$ cat config.mk
export PLATFORM = sky130hd
export DESIGN_NAME = block_spawner_flat
export DESIGN_NICKNAME = d
export VERILOG_FILES = /design/src/rtl/block_spawner_pkg.sv /design/src/rtl/block_spawner_if.sv /design/src/rtl/block_spawner_lfsr.sv /design/src/rtl/block_spawner.sv /design/src/flat_wrapper.sv
export SDC_FILE = /design/constraint.sdc
export NUM_CORES = 1
export LEC_CHECK = 0
export CAP_MARGIN = 20
export CELL_PAD_IN_SITES_DETAIL_PLACEMENT = 0
export CELL_PAD_IN_SITES_GLOBAL_PLACEMENT = 1
export CORE_ASPECT_RATIO = 1.1
export CORE_MARGIN = 2
export CORE_UTILIZATION = 44
export CTS_BUF_LIST = sky130_fd_sc_hd__clkbuf_16
export DETAILED_ROUTE_END_ITERATION = 7
export PLACE_DENSITY_LB_ADDON = 0.2
export REMOVE_ABC_BUFFERS = 1
export SETUP_SLACK_MARGIN = 0.5
export SLEW_MARGIN = 20
export SYNTH_ARGS = -nofsm -noshare
export SYNTH_HDL_FRONTEND = slang
export SYNTH_HIERARCHICAL = 1
export SYNTH_SLANG_ARGS = --single-unit
$ cat constraint.sdc
create_clock -name frame_clk -period 3.4 [get_ports frame_clk]
set_input_delay 0.51 -clock frame_clk [delete_from_list [all_inputs] [get_ports frame_clk]]
set_output_delay 0.51 -clock frame_clk [all_outputs]
set_load 0.1 [all_outputs]
$ cat src/rtl/block_spawner_pkg.sv
// block_spawner_pkg: shared types and constants for the falling-block level sequencer
//   spawn_state_e : sequencer states
//   SCREEN_*      : visible screen limits in pixels
//   LFSR_*        : width and tap positions of the spawn-position LFSR (x^10 + x^7 + 1)
package block_spawner_pkg;
   typedef enum logic [2:0] {IDLE, GAP, FALL, CLEAR, DONE} spawn_state_e;
   localparam int SCREEN_X_MAX = 639;
   localparam int SCREEN_Y_MAX = 479;
   localparam int LFSR_W       = 10;
   localparam int LFSR_TAP_HI  = 9;
   localparam int LFSR_TAP_LO  = 6;
endpackage

$ cat src/rtl/block_spawner_if.sv
// block_spawner_if: handshake between the level sequencer and the block/player logic
//   start, Collision, end_level          : towards the sequencer
//   block_ready, block_clear, Block_X_Center,
//   hits, misses, level_done, level_failed : from the sequencer
//   modport slave is taken by the sequencer, master by whoever drives it
interface block_spawner_if;
   logic       start;
   logic       Collision;
   logic       end_level;
   logic       block_ready;
   logic       block_clear;
   logic [9:0] Block_X_Center;
   logic [3:0] hits;
   logic [3:0] misses;
   logic       level_done;
   logic       level_failed;
   modport master (
      output start, Collision, end_level,
      input  block_ready, block_clear, Block_X_Center, hits, misses, level_done, level_failed
   );
   modport slave (
      input  start, Collision, end_level,
      output block_ready, block_clear, Block_X_Center, hits, misses, level_done, level_failed
   );
endinterface

$ cat src/rtl/block_spawner_lfsr.sv
// block_spawner_lfsr: free-running spawn LFSR plus mapping of its value into [X_MIN, X_MAX]
//   frame_clk : frame clock, LFSR steps on every edge
//   Reset     : asynchronous active-low reset, reloads LFSR_SEED
//   cand      : candidate spawn centre derived from the current LFSR value
module block_spawner_lfsr
   import block_spawner_pkg::*;
#(
   parameter int         X_MIN     = 40,
   parameter int         X_MAX     = 600,
   parameter logic [9:0] LFSR_SEED = 10'h2A5
) (
   input  logic       frame_clk,
   input  logic       Reset,
   output logic [9:0] cand
);
   logic [LFSR_W-1:0] lfsr_q, lfsr_d;
   always_comb lfsr_d = {lfsr_q[LFSR_W-2:0], lfsr_q[LFSR_TAP_HI] ^ lfsr_q[LFSR_TAP_LO]};
   always_ff @(posedge frame_clk or negedge Reset) begin
      if (!Reset) lfsr_q <= LFSR_SEED;
      else        lfsr_q <= lfsr_d;
   end
   // values above X_MAX fold down by the width of the legal window; values below X_MIN shift up
   always_comb cand = lfsr_q < 10'(X_MIN) ? lfsr_q + 10'(X_MIN)
                    : lfsr_q > 10'(X_MAX) ? lfsr_q - 10'(X_MAX - X_MIN + 1)
                    : lfsr_q;
endmodule

$ cat src/rtl/block_spawner.sv
// block_spawner: level sequencer for the falling block - spawns, scores hits/misses, ends the level
//   frame_clk : frame clock
//   Reset     : asynchronous active-low reset
//   bus       : block_spawner_if.slave (start/Collision/end_level in, block control and score out)
//   Optional BLOCK_SPAWNER_SPEEDUP_EN: each hit shortens the inter-block gap by 4 frames (floor 7).
module block_spawner
   import block_spawner_pkg::*;
#(
   parameter int         NUM_BLOCKS = 8,
   parameter int         GAP_FRAMES = 60,
   parameter int         MAX_MISSES = 3,
   parameter int         X_MIN      = 40,
   parameter int         X_MAX      = 600,
   parameter logic [9:0] LFSR_SEED  = 10'h2A5
) (
   input  logic            frame_clk,
   input  logic            Reset,
   block_spawner_if.slave  bus
);
   spawn_state_e state_q, state_d;
   logic [3:0]   hits_q, hits_d, misses_q, misses_d;
   logic [9:0]   x_q, x_d, gap_q, gap_d, gap_load, cand;
   logic         end_q, miss_ev, level_start;

   block_spawner_lfsr #(.X_MIN(X_MIN), .X_MAX(X_MAX), .LFSR_SEED(LFSR_SEED)) u_lfsr (
      .frame_clk(frame_clk),
      .Reset    (Reset),
      .cand     (cand)
   );

   assign miss_ev     = bus.end_level & ~end_q;
   assign level_start = (state_q == IDLE || state_q == DONE) && bus.start;

`ifdef BLOCK_SPAWNER_SPEEDUP_EN
   logic [9:0] reload_q, reload_d;
   assign gap_load = reload_q;
   always_comb begin
      reload_d = reload_q;
      if (level_start)
         reload_d = 10'(GAP_FRAMES - 1);
      else if (state_q == FALL && bus.Collision)
         reload_d = reload_q > 10'd10 ? reload_q - 10'd4 : reload_q < 10'd7 ? reload_q : 10'd7;
   end
   always_ff @(posedge frame_clk or negedge Reset) begin
      if (!Reset) reload_q <= '0;
      else        reload_q <= reload_d;
   end
`else
   assign gap_load = 10'(GAP_FRAMES - 1);
`endif

   always_ff @(posedge frame_clk or negedge Reset) begin
      if (!Reset) begin
         state_q  <= IDLE;
         hits_q   <= '0;
         misses_q <= '0;
         x_q      <= 10'(X_MIN);
         gap_q    <= '0;
         end_q    <= 1'b0;
      end else begin
         state_q  <= state_d;
         hits_q   <= hits_d;
         misses_q <= misses_d;
         x_q      <= x_d;
         gap_q    <= gap_d;
         end_q    <= bus.end_level;
      end
   end

   always_comb begin
      state_d  = state_q;
      hits_d   = hits_q;
      misses_d = misses_q;
      x_d      = x_q;
      gap_d    = gap_q;
      case (state_q)
         IDLE, DONE: begin
            if (bus.start) begin
               state_d  = GAP;
               hits_d   = '0;
               misses_d = '0;
               gap_d    = 10'(GAP_FRAMES - 1);
            end
         end
         GAP: begin
            if (gap_q == '0) begin
               state_d = FALL;
               x_d     = cand;
            end else gap_d = gap_q - 10'd1;
         end
         FALL: begin
            // a catch wins over a simultaneous fall-through
            if (bus.Collision) begin
               hits_d  = hits_q + 4'd1;
               state_d = CLEAR;
            end else if (miss_ev) begin
               misses_d = misses_q + 4'd1;
               state_d  = CLEAR;
            end
         end
         CLEAR: begin
            if (misses_q == 4'(MAX_MISSES) || hits_q + misses_q == 4'(NUM_BLOCKS)) state_d = DONE;
            else begin
               state_d = GAP;
               gap_d   = gap_load;
            end
         end
         default: state_d = IDLE;
      endcase
   end

   // decoded straight from state so block_ready falls with the asynchronous reset
   always_comb begin
      bus.block_ready    = state_q == FALL;
      bus.block_clear    = state_q == CLEAR;
      bus.level_done     = state_q == DONE;
      bus.level_failed   = state_q == DONE && misses_q == 4'(MAX_MISSES);
      bus.Block_X_Center = x_q;
      bus.hits           = hits_q;
      bus.misses         = misses_q;
   end
endmodule

$ cat src/flat_wrapper.sv
// flat-port wrapper written by rule: the top's interface ports become plain ports
module block_spawner_flat import block_spawner_pkg::*;
#(
   parameter int         NUM_BLOCKS = 8,
   parameter int         GAP_FRAMES = 60,
   parameter int         MAX_MISSES = 3,
   parameter int         X_MIN      = 40,
   parameter int         X_MAX      = 600,
   parameter logic [9:0] LFSR_SEED  = 10'h2A5
)
  (frame_clk, Reset, bus_start, bus_Collision, bus_end_level, bus_block_ready, bus_block_clear, bus_Block_X_Center, bus_hits, bus_misses, bus_level_done, bus_level_failed);
  block_spawner_if bus_i ();
  input  logic frame_clk;
  input  logic Reset;
  input wire logic [$bits(bus_i.start)-1:0] bus_start;
  input wire logic [$bits(bus_i.Collision)-1:0] bus_Collision;
  input wire logic [$bits(bus_i.end_level)-1:0] bus_end_level;
  output wire logic [$bits(bus_i.block_ready)-1:0] bus_block_ready;
  output wire logic [$bits(bus_i.block_clear)-1:0] bus_block_clear;
  output wire logic [$bits(bus_i.Block_X_Center)-1:0] bus_Block_X_Center;
  output wire logic [$bits(bus_i.hits)-1:0] bus_hits;
  output wire logic [$bits(bus_i.misses)-1:0] bus_misses;
  output wire logic [$bits(bus_i.level_done)-1:0] bus_level_done;
  output wire logic [$bits(bus_i.level_failed)-1:0] bus_level_failed;
  assign bus_i.start = bus_start;
  assign bus_i.Collision = bus_Collision;
  assign bus_i.end_level = bus_end_level;
  assign bus_block_ready = bus_i.block_ready;
  assign bus_block_clear = bus_i.block_clear;
  assign bus_Block_X_Center = bus_i.Block_X_Center;
  assign bus_hits = bus_i.hits;
  assign bus_misses = bus_i.misses;
  assign bus_level_done = bus_i.level_done;
  assign bus_level_failed = bus_i.level_failed;
  block_spawner #(.NUM_BLOCKS(NUM_BLOCKS), .GAP_FRAMES(GAP_FRAMES), .MAX_MISSES(MAX_MISSES), .X_MIN(X_MIN), .X_MAX(X_MAX), .LFSR_SEED(LFSR_SEED)) u_core (.frame_clk(frame_clk), .Reset(Reset), .bus(bus_i));
endmodule
Yosys cells after proc, flatten, opt, wreduce, memory -nomap -nowiden
Index checks and enable logic that the tools add are counted. W data, S select, Z words.

Output and inout bits: 22. ROM bits: 0. Bits of input ports: 5. Bits in latches: 0. Flip-flop bits (word level): 42. Memories kept: 0. Memory bits (writable): 0. Word-level logic and storage cells: 62.

$mul: 0. Multiplexer cells: 18. Bitwise gates (word level): 3. Order comparisons: 2. Equal/unequal tests: 14. Reduce and logical (&&, ||, !) cells: 12. Div/mod/pow operators: 0. Add/subtract/negate cells: 6. Shift-type cells: 0.

Operator list (count): $mux W10 (5); $pmux W10 S3 (1); $mux W4 (4); $pmux W4 S2 (2); $mux W3 (5); $pmux W3 S4 (1); $add A10 B6 Y10 const B (1); $gt A10 B10 Y1 const B (1); $logic_not A10 Y1 (1); $lt A10 B6 Y1 const B (1); $ne A2 B2 Y1 const B (5); $sub A10 B1 Y10 const B (1); $sub A10 B10 Y10 const B (1); $add A4 B1 Y4 const B (2); $reduce_and A4 Y1 (2); $eq A3 B2 Y1 const B (2); $reduce_and A3 Y1 (2); $add A4 B4 Y4 (1); $eq A4 B2 Y1 const B (1); $eq A4 B4 Y1 const B (1); $ne A2 B1 Y1 const B (2); $eq A3 B1 Y1 const B (1); $eq A3 B3 Y1 const B (1); $logic_not A3 Y1 (1); 10 further kinds (10).

Depth between registers and ports, before layout
Gate-level depths: netlist of run 1.

Depth after elaboration: 5. Depth in mapped cells: 8. Gate-level depth less buffers: 8.

Cells and area by module
The synthesis of run 1 kept the hierarchy.

Modules (own cells, without submodules): block_spawner (area an instance 1757.9 µm², times used 1, cells an instance 173, seq. area each 803.3 µm²); block_spawner_lfsr (area an instance 593.1 µm², times used 1, cells an instance 55, seq. area each 256.5 µm²).

Least setup slack after synthesis of run 1
No wires, ideal clock.

Kind: register to output. From: register u_core.misses_q[0], in the netlist u_core/bus.misses[0]. To: output port bus_level_failed. Required time: 2.890 ns. Buffers on the path: 0. Setup slack: -0.498 ns. Stages on the path, launching flop included: 4. Data arrival time: 3.388 ns. Cells stage by stage: dfrtp_1 -> ha_1 -> nand2b_1 -> nor3_1.

Cells in the longest elaborated chain, start to end: 2.

Ends and longest elaborated chain: from (decl) (RTL line block_spawner.sv:21) `logic [3:0] hits_q, hits_d, misses_q, misses_d;`; from (signal assigned) (RTL line block_spawner.sv:63) `misses_q <= misses_d;`; $eq A4 B2 Y1 (RTL line block_spawner.sv:117) `bus.level_failed = state_q == DONE && misses_q == 4'(MAX_MISSES);`; $logic_and A1 B1 Y1 (RTL line block_spawner.sv:117); to (decl) (RTL line flat_wrapper.sv:24) `output wire logic [$bits(bus_i.level_failed)-1:0] bus_level_failed;`.

No other way between the ends.

Worst setup path in the final report of run 1
From: register u_core.gap_q[0]. To: register u_core.gap_q[1].

Cells in the longest elaborated chain, start to end: 3. Elaborated cells between the ends (all ways): 6. Classes of those cells: 1 x add/sub; 1 x eq/ne; 2 x mux; 2 x reduce/logical.

Ends and longest elaborated chain: from (decl) (RTL line block_spawner.sv:22) `logic [9:0] x_q, x_d, gap_q, gap_d, gap_load, cand;`; from (signal assigned) (RTL line block_spawner.sv:65) `gap_q <= gap_d;`; $sub A10 B1 Y10 / $logic_not A10 Y1 (equally long branches) (RTL line block_spawner.sv:89, block_spawner.sv:86); $mux W10 / $ne A2 B2 Y1 (equally long branches); $pmux W10 S3 / $reduce_and A4 Y1 (equally long branches).

Parallel ways exist; a longest one is shown, timed or not. The select of a mux whose other input is x is not followed. A chain may end at the register's enable or synchronous reset.

==> metrics.md, run 1 <==
| Metric | Value |
|---|---|
| WS Path Type | `reg -> reg` |
| Primary FF master, synth | `dfrtp_1` |
| First-pass GRT wire length | `a little over 8000 um` |
| Setup violators final | `0` |
| Place WS | `0.8516 ns` |
| Gr ovfl total | `0` |
| Top post-synthesis cells by area | `dfrtp_1, dfstp_2, mux2_2` |
| Most common cell after layout, fill and taps aside | `dfrtp_1` |
| Row cnt | `27` |
| Largest area contributor in the netlist | `dfrtp_1` |
| GRT Resource Usage Total | `17.69%` |
| Area share of the largest cell type after synthesis | `37.25%` |
| Detail Route Antenna Nets | `0` |
| Initial DRC Count | `57` |
| Clock buffers created by TritonCTS | `5` |
| Final instance area | `0.002793 mm^2` |
| CTS tree | `done` |
| Placed wire-length estimate | `3348 um` |
| Detailed-route vias per instance | `5.637` |
| Status | `finished clean` |
| Die area | `0.005945 mm^2` |
| Sequential fraction of design power | `43.9%` |
| Worst-Skew Late Latency | `0.28 ns` |
| ANT cells | `0` |
| Final-report max-slew violation count | `0` |
| Area Overhead vs Synth | `18.79%` |
| Fin nets | `around 270` |
| Port bufs | `26` |
| Largest net degree at the start of global routing | `43` |
| Distinct cell type count after synthesis | `54` |
| Total wire length | `between 4000 and 5000 um` |
| Min cycle time layout | `around 2.5 ns` |
| Critical-path maximum fanout | `10` |
| Drt first pass iters | `4` |
| Placed cell area | `about 0.0027 mm^2` |
| Post-CTS setup repair buffer count | `0` |
| Ports | `27` |
| Fmax achieved | `slightly below 400 MHz` |
| Worst Setup End Kind | `flip-flop` |
| Root buffer cell | `clkbuf_16` |
| Max Cap Violations | `0` |
| Initial antenna violation count | `0` |
| Net Switching | `490.6 uW` |
| Final clock skew | `approximately 0.0054 ns` |
| Worst-path clk slew | `0.06 ns` |
| Hold_buf cts | `0` |
| Sink Count | `between 40 and 50` |
| Layout filler cell count | `464` |
| Share of total power in the clock network | `between 30% and 40%` |
| Critical path required time | `around 3.6 ns` |
| Initial Utilization | `46.40%` |
| P_int | `slightly below 1000 uW` |
| Flops & latches, synth | `42` |
| Sw Ratio | `33.13%` |
| Drt drc | `0` |
| H-tree levels | `2` |
| Slew @ Worst Pin | `0.9760 ns` |
| Post-CTS Resized | `0` |
| Cell leakage power | `0.001278 uW` |
| Setup crit start kind | `flip-flop` |
| Number of global-route vias before repair | `1744` |
| HP Class | `in -> async` |
| PwrDens | `between 500 and 600 mW/mm^2` |
| Post-synth EDFFs | `0` |
| Leading cell types in the layout, fill and taps excluded | `dfrtp_1, clkdlybuf4s50_1, o21ai_0, inv_1` |
| Final period utilization | `74.94%` |
| Comb pwr share | `25.9%` |
| Post-Syn Area | `0.002351 mm^2` |
| Relative slew slack | `34.73%` |
| RSZ-0062 raised after global routing | `no` |
| Post-Syn Area per Cell | `10.31 um^2` |
| Worst vdd ir | `0.3753 mV` |
| Vias | `between 1500 and 2000` |
| Post-route setup slack | `0.8520 ns` |
| Die H | `80.67 um` |
| GP Congestion | `0.8163` |
| Critical Path AT | `2.71 ns` |
| Core region area | `0.005067 mm^2` |
| Final Hold Viols | `0` |
| Die width | `73.70 um` |
| WL per Instance | `14.75 um` |
| Layout cells sized above 1 | `17.76%` |
| Ys Warns | `6` |
| Async S/R FF share, synth | `100.0%` |
| Post-synthesis sequential area ratio | `45.08%` |
| Post-Synthesis Cells | `228` |
| Clk buf depth | `2` |
[sequential cells by signal (all words and copies together), names as in the netlist]
signal / cells
u_core/end_q: 1
u_core/bus.Block_X_Center: 10
u_core/gap_q: 10
u_core/bus.misses: 4
u_core/state_q: 3
u_core/bus.hits: 4
u_core/u_lfsr/lfsr_q: 10
[critical path, cell delays in order (launching register included)]
cell      delay (ns)
dfrtp_1         0.40
inv_1           0.06
ha_1            0.17
or4b_4          0.51
or3_4           0.42
o311ai_2        0.26
a31o_2          0.27
mux2_1          0.34
[path summary, 6_finish.rpt]
check | start | to | slack [ns] | depth (start not counted)
setup / recovery | u_core/gap_q[0]$_DFFE_PN0P_ | u_core/gap_q[1]$_DFFE_PN0P_ | 0.85 | 7
hold / removal | Reset | u_core/u_lfsr/lfsr_q[6]$_DFF_PN0_ | 0.36 | 1
setup reg to reg | u_core/gap_q[0]$_DFFE_PN0P_ | u_core/gap_q[1]$_DFFE_PN0P_ | 0.85 | 7
hold reg to reg | u_core/u_lfsr/lfsr_q[1]$_DFF_PN0_ | u_core/u_lfsr/lfsr_q[2]$_DFF_PN1_ | 0.41 | 0
max in group asynchronous | Reset | u_core/gap_q[6]$_DFFE_PN0P_ | 2.47 | 1
min in group frame_clk | u_core/u_lfsr/lfsr_q[1]$_DFF_PN0_ | u_core/u_lfsr/lfsr_q[2]$_DFF_PN1_ | 0.41 | 0
[Yosys cell counts, drive strengths merged (2+ instances only)]
library cell	count
a21boi	2
a21o	5
a21oi	9
and2	2
and3	2
clkbuf	3
dfrtp	35
dfstp	7
ha	9
inv	14
mux2	13
mux2i	3
nand2	12
nand2b	5
nand3	5
nand3b	2
nor2	13
nor2b	2
nor3	7
nor3b	4
nor4	3
o211a	2
o21ai	19
o21bai	2
o22a	3
o31ai	4
or2	2
or3	9
or3b	3
or4	2
xnor2	6
xor2	4
[logic make-up (layout without fill, tap and decap cells)]
kind of cell               count (synthesis)  count (layout)  share of synthesized area (%)
AOI/OAI and AO/OA                         55              55                          15.86
and+or+nand+nor                           77              77                          19.00
buffers and inverters                     18              49                          3.193
xor gates and xnor gates                  10              10                          3.725
DFF                                       42              42                          45.08
muxes                                     16              16                          7.504
adders and majority gates                 10              10                          5.641
[metal layers]
| layer | vias up | part of all wire (%) | global-route usage, % |
|---|---|---|---|
| met3 | 6 | 3.0 | 3.764 |
| li1 | 889 | - | - |
| met5 | - | 0 | 0 |
| met1 | 860 | 47 | 21.90 |
| met4 | 0 | 1.7 | 7.455 |
| met2 | 32 | 48 | 29.46 |
[metrics by stage]
step / hold WS, ns / std cells / setup TNS [ns] / power (uW) / util, %
6_report: 0.3581 / 317 / 0 / 1481 / 55.11
3_3_place_gp: 0.4066 / 309 / 0 / 1047 / 52.37
5_1_grt: 0.4303 / 317 / 0 / 1584 / 55.11
2_1_floorplan: 0.2144 / 224 / -0.4981 / 937.1 / -
3_5_place_dp: 0.4061 / 309 / 0 / 1047 / 52.37
4_1_cts: 0.4109 / 317 / 0 / 1503 / 55.11
[final cells by class]
class                           count  area (um^2)  area share (%)
Tap cell                           58        72.57           2.599
Timing Repair Buffer               27        252.7           9.050
Clock inverter                      3        13.76          0.4928
Sequential cell                    42         1060           37.95
Multi-Input combinational cell    168         1216           43.55
Inverter                           14        52.55           1.882
Clock buffer                        5        125.1           4.480
[power by group through the flow]
stage / registers, uW / logic [uW] / clock network, uW
finish: 651 / 384 / 446
global route: 663 / 436 / 485
CTS: 651 / 389 / 464
detailed placement: 659 / 388 / 0
global placement: 659 / 388 / 0
floorplan: 701 / 237 / 0
Power figures use the tool's default switching activity.
==> inputs of run 2 (changes only) <==
clock period = 2.6 ns   (was 3.4 ns; I/O delays follow)
==> run 2 against run 1 <==
Net effect: global-route usage up 0.39 points; clock power up 56%; first-iteration DRC count up 120%; critical endpoint unchanged.
==> metrics.md, run 2 (synthesis gave the netlist of run 1 again) <==
| Metric | Value |
|---|---|
| Status | `finished clean` |
| Worst-path clk slew | `0.06 ns (about the same)` |
| Fin nets | `284 (+4.0%)` |
| Worst vdd ir | `0.4119 mV (+9.8%)` |
| Final clock skew | `0.002796 ns (-0.002647 ns)` |
| Most common cell after layout, fill and taps aside | `buf_4` |
| Port bufs | `26 (unchanged)` |
| CTS tree | `done` |
| Die area | `0.005945 mm^2 (unchanged)` |
| Row cnt | `27 (unchanged)` |
| Final std cells w/o fill | `328 (+3.5%)` |
| Total power | `2179 uW (+47%)` |
| Hold_ws | `0.2550 ns (-0.1031 ns)` |
| Setup crit start kind | `flip-flop` |
| Slew @ Worst Pin | `0.9464 ns (-0.02957 ns)` |
| Fmax achieved | `438.7 MHz (+12%)` |
| PwrDens | `747.8 mW/mm^2 (+41%)` |
| Place WS | `0.1651 ns (-0.6865 ns)` |
| Drt first pass iters | `4 (unchanged)` |
| First-pass GRT wire length | `8266 um (+2.6%)` |
| Clock buffers created by TritonCTS | `5 (unchanged)` |
| Buffers and inverters on the worst path | `1 (unchanged)` |
| H-tree levels | `2 (unchanged)` |
| Post-route setup slack | `0.3205 ns (-0.5316 ns)` |
| Final Hold Viols | `0 (unchanged)` |
| Layout cells sized above 1 | `32.59% (+15 points)` |
| Initial antenna violation count | `0 (unchanged)` |
| R2R cell count | `7 (unchanged)` |
| ANT cells | `0 (unchanged)` |
| WL per Instance | `15.16 um (+2.8%)` |
| Hold_buf cts | `0 (unchanged)` |
| Critical Path AT | `2.45 ns (-0.26 ns)` |
| Die width | `73.70 um (unchanged)` |
| Setup violators final | `0 (unchanged)` |
| Ports | `27 (unchanged)` |
| GRT Resource Usage Total | `18.08% (+0.39 points)` |
| Die H | `80.67 um (unchanged)` |
| Final-report max-slew violation count | `0 (unchanged)` |
| Worst Setup End Kind | `flip-flop` |
| Final period utilization | `87.67% (+13 points)` |
| Leading cell types in the layout, fill and taps excluded | `buf_4, dfrtp_1, o21ai_0, inv_1` |
| Critical path required time | `2.77 ns (-0.79 ns)` |
| Cell leakage power | `0.001381 uW (+8.1%)` |
| Detailed-route vias per instance | `5.723 (+1.5%)` |
| Dpl cells | `312 (+0.97%)` |
| Worst-Skew Late Latency | `0.28 ns (about the same)` |
| Final instance area | `0.002914 mm^2 (+4.3%)` |
| Max Cap Violations | `0 (unchanged)` |
| Family with the most delay on the worst path | `simple AND/OR/NAND/NOR gates` |
| Worst path cell trace | `inv_1 -> ha_2 -> or4b_4 -> or3_4 -> o311ai_2 -> a31o_2 -> mux2_4` |
| Sink Count | `42 (unchanged)` |
| Critical-path maximum fanout | `4 (-6)` |
| Min cycle time layout | `2.280 ns (-0.2684 ns)` |
| Relative slew slack | `36.91% (+2.2 points)` |
| Stages on worst setup path | `7 (unchanged)` |
| Placed cell area | `0.002644 mm^2 (-0.38%)` |
| WS Path Type | `reg -> reg` |
| HP Class | `in -> async` |
| Initial DRC Count | `127 (+120%)` |
| Detail Route Antenna Nets | `0 (unchanged)` |
| Crit path largest cell delay | `0.46 ns (-0.05 ns)` |
| Slowest cell on crit path | `or4b_4` |
| Root buffer cell | `clkbuf_16` |
| Clk buf depth | `2 (unchanged)` |
| Largest net degree at the start of global routing | `43 (unchanged)` |
| Initial Utilization | `46.40% (unchanged)` |
| Number of global-route vias before repair | `1710 (-1.9%)` |
| Placed wire-length estimate | `3309 um (-1.2%)` |
| GP Congestion | `0.7841 (-3.9%)` |
| RSZ-0062 raised after global routing | `yes` |
| Total wire length | `4973 um (+6.4%)` |
| Gr ovfl total | `0 (unchanged)` |
| Core region area | `0.005067 mm^2 (unchanged)` |
| Drt drc | `0 (unchanged)` |
| Vias | `1877 (+5.0%)` |
| Area Overhead vs Synth | `23.95%` |
[run 2: per-layer routing]
layer	GRT usage (%)	wire length, um	vias up
met5	0	0	-
met4	6.545	65	0
met3	2.635	146	5
met2	28.84	2512	37
met1	24.74	2249	928
li1	-	-	907
[run 2: timing repair]
item                                    CTS  global route
endpoints found under the setup margin   24            25
pin swaps                                 3             1
resized for setup                         8             8
hold endpoints to repair                  0             0
cloned                                    0             0
buffers inserted                          7             1
[run 2: stage by stage]
stage / utilization (%) / setup TNS (ns)
finish: 57.51 / 0
global route: 57.51 / 0
CTS: 57.06 / 0
detailed placement: 52.17 / 0
global placement: 52.17 / 0
floorplan: - / -1.740
[run 2: area by class of cell]
class / count / area (um^2)
Fill cell: 435 / 2153
Multi-Input combinational cell: 168 / 1246
Sequential cell: 42 / 1066
Timing Repair Buffer: 38 / 310.3
Clock buffer: 5 / 125.1
Tap cell: 58 / 72.57
Inverter: 14 / 52.55
Clock inverter: 3 / 41.29
[run 2: final timing paths]
path                                                                  to                               from  slack (ns)
worst max-delay path                         u_core/gap_q[1]$_DFFE_PN0P_        u_core/gap_q[1]$_DFFE_PN0P_        0.32
worst min-delay path            u_core/bus.Block_X_Center[7]$_DFFE_PN0P_                              Reset        0.26
worst max register to register               u_core/gap_q[1]$_DFFE_PN0P_        u_core/gap_q[1]$_DFFE_PN0P_        0.32
worst min register to register         u_core/u_lfsr/lfsr_q[2]$_DFF_PN1_  u_core/u_lfsr/lfsr_q[1]$_DFF_PN0_        0.43
max in group asynchronous               u_core/bus.misses[0]$_DFFE_PN0P_                              Reset        1.69
min in group frame_clk                 u_core/u_lfsr/lfsr_q[2]$_DFF_PN1_  u_core/u_lfsr/lfsr_q[1]$_DFF_PN0_        0.43
[run 2: report_power, final]
group	switching [uW]	internal (uW)	total (uW)
registers	96.3	752	848
clock network	246	449	696
logic	345	291	636
total	687	1490	2180
==> inputs of run 3 (changes only) <==
ABC_CLOCK_PERIOD_IN_PS = 2600   (was default)
CORE_UTILIZATION = 49   (was 44)
DONT_BUFFER_PORTS = 1   (was default)
==> run 3 against run 2 <==
Net effect: sequential share of layout area shrank 1.0 points; non-clock buffer count shrank 9; largest power group unchanged; critical path depth is the same; critical path type unchanged; setup slack lost 0.0050 ns.
==> metrics.md, run 3 (synthesis gave the netlist of run 1 again) <==
| Metric | Value |
|---|---|
| Worst-path clk slew | `0.06 ns (about the same)` |
| Dpl cells | `295 (-5.4%)` |
| Clock buffers created by TritonCTS | `5 (unchanged)` |
| WL per Instance | `15.83 um (+4.4%)` |
| Critical path required time | `2.76 ns (about the same)` |
| Clk buf depth | `2 (unchanged)` |
| Number of global-route vias before repair | `1829 (+7.0%)` |
| Layout filler cell count | `354 (-19%)` |
| Slowest cell on crit path | `or4b_4` |
| Worst Hold Depth | `0` |
| WS Path Type | `reg -> reg` |
| Buffers and inverters on the worst path | `1 (unchanged)` |
| Root buffer cell | `clkbuf_16` |
| Worst path cell trace | `inv_1 -> ha_2 -> or4b_4 -> or3_4 -> o311ai_4 -> a31o_4 -> mux2_4` |
| Worst vdd ir | `0.4606 mV (+12%)` |
| Gr ovfl total | `0 (unchanged)` |
| Max Cap Violations | `0 (unchanged)` |
| Min cycle time layout | `2.284 ns (+0.004959 ns)` |
| Cell leakage power | `0.001370 uW (-0.80%)` |
| Critical-path maximum fanout | `4 (unchanged)` |
| Row cnt | `26 (-3.7%)` |
| Fmax achieved | `437.7 MHz (-0.22%)` |
| Status | `finished clean` |
| Largest net degree at the start of global routing | `43 (unchanged)` |
| Final period utilization | `87.87% (+0.19 points)` |
| Final clock skew | `0.008675 ns (+0.005879 ns)` |
| Final-report max-slew violation count | `0 (unchanged)` |
| Initial Utilization | `50.89% (+4.5 points)` |
| PwrDens | `753.6 mW/mm^2 (+0.77%)` |
| GP Congestion | `0.7958 (+1.5%)` |
| Total wire length | `5017 um (+0.88%)` |
| RSZ-0062 raised after global routing | `yes` |
| Crit path largest cell delay | `0.47 ns (about the same)` |
| Leading cell types in the layout, fill and taps excluded | `dfrtp_1, buf_4, o21ai_0, inv_1` |
| Initial DRC Count | `119 (-6.3%)` |
| Area Overhead vs Synth | `27.09%` |
| Critical Path AT | `2.45 ns (about the same)` |
| Placed wire-length estimate | `3360 um (+1.5%)` |
| R2R cell count | `7 (unchanged)` |
| Initial antenna violation count | `0 (unchanged)` |
| Slew @ Worst Pin | `0.8971 ns (-0.04928 ns)` |
| Core region area | `0.004619 mm^2 (-8.8%)` |
| Detail Route Antenna Nets | `0 (unchanged)` |
| Drt first pass iters | `4 (unchanged)` |
| Setup violators final | `0 (unchanged)` |
| Final Hold Viols | `0 (unchanged)` |
| HP Class | `in -> reg` |
| Die H | `76.65 um (-5.0%)` |
| Worst-Skew Late Latency | `0.28 ns (about the same)` |
| Port bufs | `0 (-100%)` |
| Final std cells w/o fill | `317 (-3.4%)` |
| Ports | `27 (unchanged)` |
| Vias | `1844 (-1.8%)` |
| Detailed-route vias per instance | `5.817 (+1.7%)` |
| Most common cell after layout, fill and taps aside | `dfrtp_1` |
| Relative slew slack | `40.19% (+3.3 points)` |
| GRT Resource Usage Total | `19.52% (+1.4 points)` |
| First-pass GRT wire length | `8480 um (+2.6%)` |
| Stages on worst setup path | `7 (unchanged)` |
| Sink Count | `42 (unchanged)` |
| CTS tree | `done` |
| ANT cells | `0 (unchanged)` |
| Setup crit start kind | `flip-flop` |
| Place WS | `0.2176 ns (+0.05243 ns)` |
| Die area | `0.005369 mm^2 (-9.7%)` |
| Fin nets | `275 (-3.2%)` |
| Post-route setup slack | `0.3155 ns (-0.004959 ns)` |
| Layout cells sized above 1 | `34.10% (+1.5 points)` |
| Die width | `70.05 um (-5.0%)` |
| Worst Setup End Kind | `flip-flop` |
| H-tree levels | `2 (unchanged)` |
| Family with the most delay on the worst path | `simple AND/OR/NAND/NOR gates` |
| Drt drc | `0 (unchanged)` |
## run 3: changes by cell type in the layout (fill, tap and decap cells not counted), moves of 2 or more
cell	previous run	this run
o21ai_2	0	2
o21ai_1	2	0
buf_12	1	3
dfrtp_2	5	2
ha_1	8	6
clkinv_2	0	2
buf_4	31	21
dfrtp_1	30	33
clkdlybuf4s50_1	3	0
## run 3: path summary, 6_finish.rpt
check,to,slack (ns),startpoint
setup / recovery,u_core/gap_q[1]$_DFFE_PN0P_,0.32,u_core/gap_q[0]$_DFFE_PN0P_
hold / removal,u_core/end_q$_DFF_PN0_,0.13,bus_end_level
setup reg to reg,u_core/gap_q[1]$_DFFE_PN0P_,0.32,u_core/gap_q[0]$_DFFE_PN0P_
hold reg to reg,u_core/u_lfsr/lfsr_q[2]$_DFF_PN1_,0.42,u_core/u_lfsr/lfsr_q[1]$_DFF_PN0_
max in group asynchronous,u_core/u_lfsr/lfsr_q[2]$_DFF_PN1_,1.77,Reset
min in group asynchronous,u_core/bus.Block_X_Center[4]$_DFFE_PN0P_,0.57,Reset
## run 3: per-layer routing
layer  vias up  routed length [um]  GRT usage, %
li1        895                   -             -
met5         -                   0             0
met2        37                2592         32.67
met1       901                2148         24.64
met3        11                 170         4.365
met4         0                 105         7.115
## run 3: per-stage QoR
| step | power, uW | util, % | hold WS, ns | area [um^2] | TNS, ns |
|---|---|---|---|---|---|
| after CTS | 2142 | 60.64 | 0.1277 | 2801 | 0 |
| after detailed placement | 1349 | 54.98 | 0.09560 | 2540 | 0 |
| after floorplan | 1225 | - | 0.09441 | 2328 | -1.740 |
| after global routing | 2377 | 64.68 | 0.1242 | 2988 | 0 |
| after global placement | 1330 | 54.98 | 0.09549 | 2540 | 0 |
| final | 2252 | 64.68 | 0.1349 | 2988 | 0 |
## run 3: layout make-up
class                   count  area (um^2)  share of cell area, %
multi-input cells         168         1351                  45.23
inverters                  14        52.55                  1.759
well taps                  56        70.07                  2.345
clock buffers               5        125.1                  4.188
flip-flops and latches     42         1062                  35.55
clock inverters             3        40.04                  1.340
repair buffers             29        286.5                  9.590
## run 3: repair_timing
item / CTS / global route
resized for setup: 11 / 26
setup endpoints to repair: 24 / 24
hold endpoints to repair: 42 / 0
hold buffers: 2 / 0
pin swaps: 4 / 6
setup buffers: 4 / 7
gates cloned: 0 / 1
## run 3: power breakdown
part	total (uW)	leakage, uW	switching [uW]	internal (uW)
Combinational	637	0.000754	332	305
Sequential	916	0.000533	163	753
Clock	698	0.0000836	249	449
